==> src/rtl/stopwatch_bcd_core.sv <==
// Stopwatch timekeeping engine: prescaled BCD hh:mm:ss.cc counter with
// start/stop, split (frozen display) and clear, feeding the digit multiplexer.
module stopwatch_bcd_core #(
   parameter int CENT_DIV = 1000000
) (
   input  logic       clk,
   input  logic       rst,
   input  logic       start_stop,
   input  logic       split,
   input  logic       clear,
   output logic [3:0] cent_0,
   output logic [3:0] cent_1,
   output logic [3:0] sec_0,
   output logic [3:0] sec_1,
   output logic [3:0] min_0,
   output logic [3:0] min_1,
   output logic [3:0] hr_0,
   output logic [3:0] hr_1,
   output logic       splitcheck,
   output logic       running,
   output logic       wrap
);

   localparam int PW = $clog2(CENT_DIV);
   localparam logic [PW-1:0] PMAX = PW'(CENT_DIV - 1);
   // Digit index 0 = cent_0 ... 7 = hr_1; per-digit roll-over value.
   localparam logic [7:0][3:0] DMAX = {4'd9, 4'd9, 4'd5, 4'd9, 4'd5, 4'd9, 4'd9, 4'd9};

   typedef enum logic [1:0] {IDLE, RUNNING, STOPPED} state_t;

   state_t           state, state_nxt;
   logic [PW-1:0]    presc;
   logic [7:0][3:0]  cnt, cnt_nxt, snap;
   logic             split_active;
   logic             tick, carry;
   logic             do_clear, split_set, split_clr;

   assign tick = (state == RUNNING) && (presc == PMAX);

   // Ripple carry across all eight digits in one cycle; carry out marks the wrap.
   always_comb begin
      cnt_nxt = cnt;
      carry   = 1'b1;
      for (int i = 0; i < 8; i++) begin
         if (carry) begin
            if (cnt[i] >= DMAX[i]) begin
               cnt_nxt[i] = 4'd0;
            end else begin
               cnt_nxt[i] = cnt[i] + 4'd1;
               carry      = 1'b0;
            end
         end
      end
   end

   always_ff @(posedge clk) begin
      if (rst) state <= IDLE;
      else     state <= state_nxt;
   end

   // Priority clear > start_stop > split, considering only inputs legal in the state.
   always_comb begin
      state_nxt = state;
      do_clear  = 1'b0;
      split_set = 1'b0;
      split_clr = 1'b0;
      case (state)
         IDLE: begin
            if (start_stop) state_nxt = RUNNING;
         end
         RUNNING: begin
            if (start_stop) state_nxt = STOPPED;
            else if (split) begin
               if (split_active) split_clr = 1'b1;
               else              split_set = 1'b1;
            end
         end
         STOPPED: begin
            if (clear) begin
               state_nxt = IDLE;
               do_clear  = 1'b1;
            end else if (start_stop) state_nxt = RUNNING;
            else if (split)          split_clr = 1'b1;
         end
         default: state_nxt = IDLE;
      endcase
   end

   always_ff @(posedge clk) begin
      if (rst) begin
         presc        <= '0;
         cnt          <= '0;
         snap         <= '0;
         split_active <= 1'b0;
         wrap         <= 1'b0;
      end else begin
         if (do_clear) begin
            cnt   <= '0;
            presc <= '0;
         end else if (state == RUNNING) begin
            presc <= tick ? '0 : presc + PW'(1);
            if (tick) cnt <= cnt_nxt;
         end
         wrap <= tick & carry;
         // Snapshot samples the pre-increment count even on a tick edge.
         if (split_set) begin
            snap         <= cnt;
            split_active <= 1'b1;
         end else if (split_clr || do_clear) begin
            split_active <= 1'b0;
         end
      end
   end

   logic [7:0][3:0] disp;
   assign disp       = split_active ? snap : cnt;
   assign cent_0     = disp[0];
   assign cent_1     = disp[1];
   assign sec_0      = disp[2];
   assign sec_1      = disp[3];
   assign min_0      = disp[4];
   assign min_1      = disp[5];
   assign hr_0       = disp[6];
   assign hr_1       = disp[7];
   assign splitcheck = split_active;
   assign running    = (state == RUNNING);

endmodule
==> config.mk <==
export PLATFORM = sky130hd
export DESIGN_NAME = stopwatch_bcd_core
export DESIGN_NICKNAME = d
export VERILOG_FILES = /design/src/rtl/stopwatch_bcd_core.sv
export SDC_FILE = /design/constraint.sdc
export NUM_CORES = 1
export LEC_CHECK = 0
export BUFFER_PORTS_ARGS = -buffer_cell sky130_fd_sc_hd__clkbuf_2
export CAP_MARGIN = 20
export CORE_UTILIZATION = 50
export CTS_CLUSTER_DIAMETER = 50
export DETAILED_ROUTE_END_ITERATION = 16
export PLACE_DENSITY = 0.69
export REMOVE_ABC_BUFFERS = 1
export SYNTH_ARGS = -nofsm -noshare
export SYNTH_HDL_FRONTEND = slang
export SYNTH_SLANG_ARGS = --single-unit
==> constraint.sdc <==
create_clock -name clk -period 3.8 [get_ports clk]
set_clock_uncertainty 0.2 [all_clocks]
set_input_delay 0.76 -clock clk [delete_from_list [all_inputs] [get_ports clk]]
set_output_delay 0.76 -clock clk [all_outputs]
set_load 0.05 [all_outputs]
==> flow_metrics.tcl <==
set metrics [dict create \
    finalWirelength_um 9970 \
    cts_max_path_buffers 2 \
    total_power_mw 1.56 \
    wl_per_cell_um 14.1 \
    peakVddDrop_mv 0.194 \
    nets 630 \
    cts_tree "yes" \
    finalSetupViolations 0 \
    die_h_um 96.7 \
    cts_htree_levels 3 \
    grt_overflow 0 \
    netlist_area_um2 4490 \
    io_buffer_count 39 \
    critical_path_peak_fanout 14 \
    via_per_inst 5.65 \
    synth-edff-count 0 \
    period_needed_ns 3.08 \
    p_seq_share_pct 59.9 \
    p_leak_nw 1.87 \
    clk_pin_slew_ns 0.08 \
    cts_resized 0 \
    first_iter_violations 179 \
    cp-end-kind "flop" \
    numCtsBuffers 9 \
    start_kind "flop" \
    final.period_utilization_pct 81.1 \
    crit_type "reg -> reg" \
    async_flop_share_pct 0 \
    start_util_pct 51.4 \
    die_area_um2 9350 \
    grt_pass1_wl_um 17500 \
    slew_headroom_pct 35.3 \
    hold_depth 2 \
    synth_cell_type_count 45 \
    combPwrFrac_pct 4.2 \
    drive_gt1_share_pct 14.4 \
    startpoint "presc[8]$_SDFFE_PP0P_" \
    fmax_mhz 324 \
    cts_hold_buffers 0 \
    p_int_mw 1.19 \
    dr.pass1.iters 4 \
    diodes 0 \
    cp.required_ns 3.88 \
    grtUsageTotal_pct 22.4 \
    ios 40 \
    p_per_area_nw_per_um2 316 \
    cts.sinks 88 \
    drc 0 \
    ant_nets 0 \
    yosys_warnings 0 \
    placementRows 34 \
    p_switching_mw 0.371 \
    synth_ff_type "dfxtp_1" \
    root_buffer "clkbuf_8" \
    clkPwrFrac_pct 35.9 \
    status "finished clean" \
    insertion_delay_ns 0.35 \
    maxSlewViolCount 0 \
    hp-start "snap[21]$_SDFFE_PP0P_" \
    maxCapViolations 0 \
    tightest_slew_ns 0.970 \
    fp.dieW_um 96.7 \
    ys_seq_area_share_pct 39.3 \
    hp-class "reg -> reg" \
    fillerInstances 815 \
    antenna_found_initial 0 \
    hold_viol_final 0 \
    synth.avg_cell_area_um2 7.98 \
    vias 3996 \
    grt_pass1_vias 3839 \
    core-area_um2 8720 \
    cts_setup_buffers 0 \
    synth-seq-cells 88 \
    rsz0062_at_grt "no" \
    synth_cells 562 \
    cp_data_arrival_time_ns 3.16 \
    switching_share_pct 23.7 \
    place_hpwl_um 6920 \
    r2r_start "presc[8]$_SDFFE_PP0P_" \
    tns_ns 0 \
    gp_routability_congestion 0.829 \
    syn_to_final_growth_pct 10.4 \
    grt_start_max_net_pins 53 \
    ff2ff_path_depth 5 \
]
==> state kept, by name, indices dropped and copies added, names as in the netlist <==
register / flops
cnt: 32
presc: 20
snap: 32
splitcheck: 1
state: 2
wrap: 1
==> cells by family (layout without fill, tap and decap cells) <==
group,after synthesis,after routing,synth area share (%)
compound gates,117,117,14.8
xor+xnor,18,18,3.51
fa+ha+maj,29,29,8.09
buf+inv,53,90,4.43
flops,88,88,39.3
mux,16,16,4.02
simple gates,241,241,25.9
==> routing by layer <==
layer | share of wire, % | global-route usage, % | wire length, um | up-vias
met4 | 2.0 | 8.96 | 196 | 0
met5 | 0 | 0 | 0 | -
met1 | 48 | 28.3 | 4790 | 1884
li1 | - | - | - | 2011
met2 | 47 | 38.2 | 4650 | 86
met3 | 3.4 | 3.40 | 338 | 15
==> worst paths after layout <==
| kind | endpoint | slack (ns) |
|---|---|---|
| setup reg to reg | cnt[23]$_SDFFE_PP0P_ | 0.72 |
| setup / recovery | cnt[23]$_SDFFE_PP0P_ | 0.72 |
| hold reg to reg | snap[21]$_SDFFE_PP0P_ | 0.26 |
| hold / removal | snap[21]$_SDFFE_PP0P_ | 0.26 |
==> per-stage QoR <==
step	setup slack [ns]	instance area (um^2)	instances	hold WS [ns]	util [%]
finish	0.718	4950	707	0.255	56.8
global route	0.632	4950	707	0.275	56.8
CTS	0.729	4950	707	0.258	56.8
detailed placement	0.746	4800	693	0.246	55.0
global placement	0.766	4800	693	0.238	55.0
floorplan	0.503	4380	535	0.227	-
==> cell usage after synthesis (2+ instances only) <==
cell type	instances	area (um^2)
nand4_1	14	87.6
xor2_1	5	43.8
and3b_1	2	17.5
nand3_1	24	120
a211oi_1	2	15.0
o31a_1	2	17.5
or4_4	2	22.5
dfxtp_1	88	1760
nand2b_1	4	25.0
nor2b_1	2	12.5
and2_1	5	31.3
nand3b_1	5	37.5
and3_1	3	18.8
mux2_2	16	180
nor2_1	36	135
inv_1	26	97.6
nand4b_1	2	17.5
xnor2_1	13	114
ha_1	29	363
a21o_1	3	22.5
nor3_1	10	50.1
or4_1	5	37.5
clkbuf_1	23	86.3
o211a_1	2	20.0
o21a_1	2	15.0
o211ai_1	2	15.0
buf_1	4	15.0
nand2_1	108	405
nor4_1	8	50.1
and4_1	4	35.0
a21oi_1	64	320
or3b_2	2	17.5
o21ai_0	28	140
o31ai_1	6	45.0
==> cell type report <==
cell class	count	area [um^2]	share of cell area [%]
clock buffer	13	149	3.01
clock inverter	1	5.00	0.101
inverter	26	97.6	1.97
multi-input combinational	421	2520	51.0
sequential	88	1760	35.6
tap	108	135	2.73
timing repair buffer	50	278	5.61
==> power groups by stage <==
stage	clock network [mW]	registers, mW	logic (mW)
3_3_place_gp	0	0.957	0.0649
3_5_place_dp	0	0.957	0.0659
2_1_floorplan	0	0.956	0.0370
6_report	0.561	0.935	0.0656
5_1_grt	0.608	0.937	0.0727
4_1_cts	0.578	0.935	0.0660
==> worst max-delay path, stage by stage (launching register included) <==
cell and delay, ns:
dfxtp_1 0.35, or4_1 0.58, or4_4 0.59, or4_4 0.60
or4_1 0.55, a21oi_1 0.14
==> placed cells by master, fill, tap and decap left out, types with 6 or more instances in the layout <==
master	count
a21oi_1	64
buf_4	11
clkbuf_2	39
clkbuf_8	10
dfxtp_1	87
ha_1	29
inv_1	26
mux2_2	16
nand2_1	108
nand3_1	24
nand4_1	14
nor2_1	36
nor3_1	10
nor4_1	8
o21ai_0	28
o31ai_1	6
xnor2_1	13
Note: power is estimated with default switching activity, not from simulation.
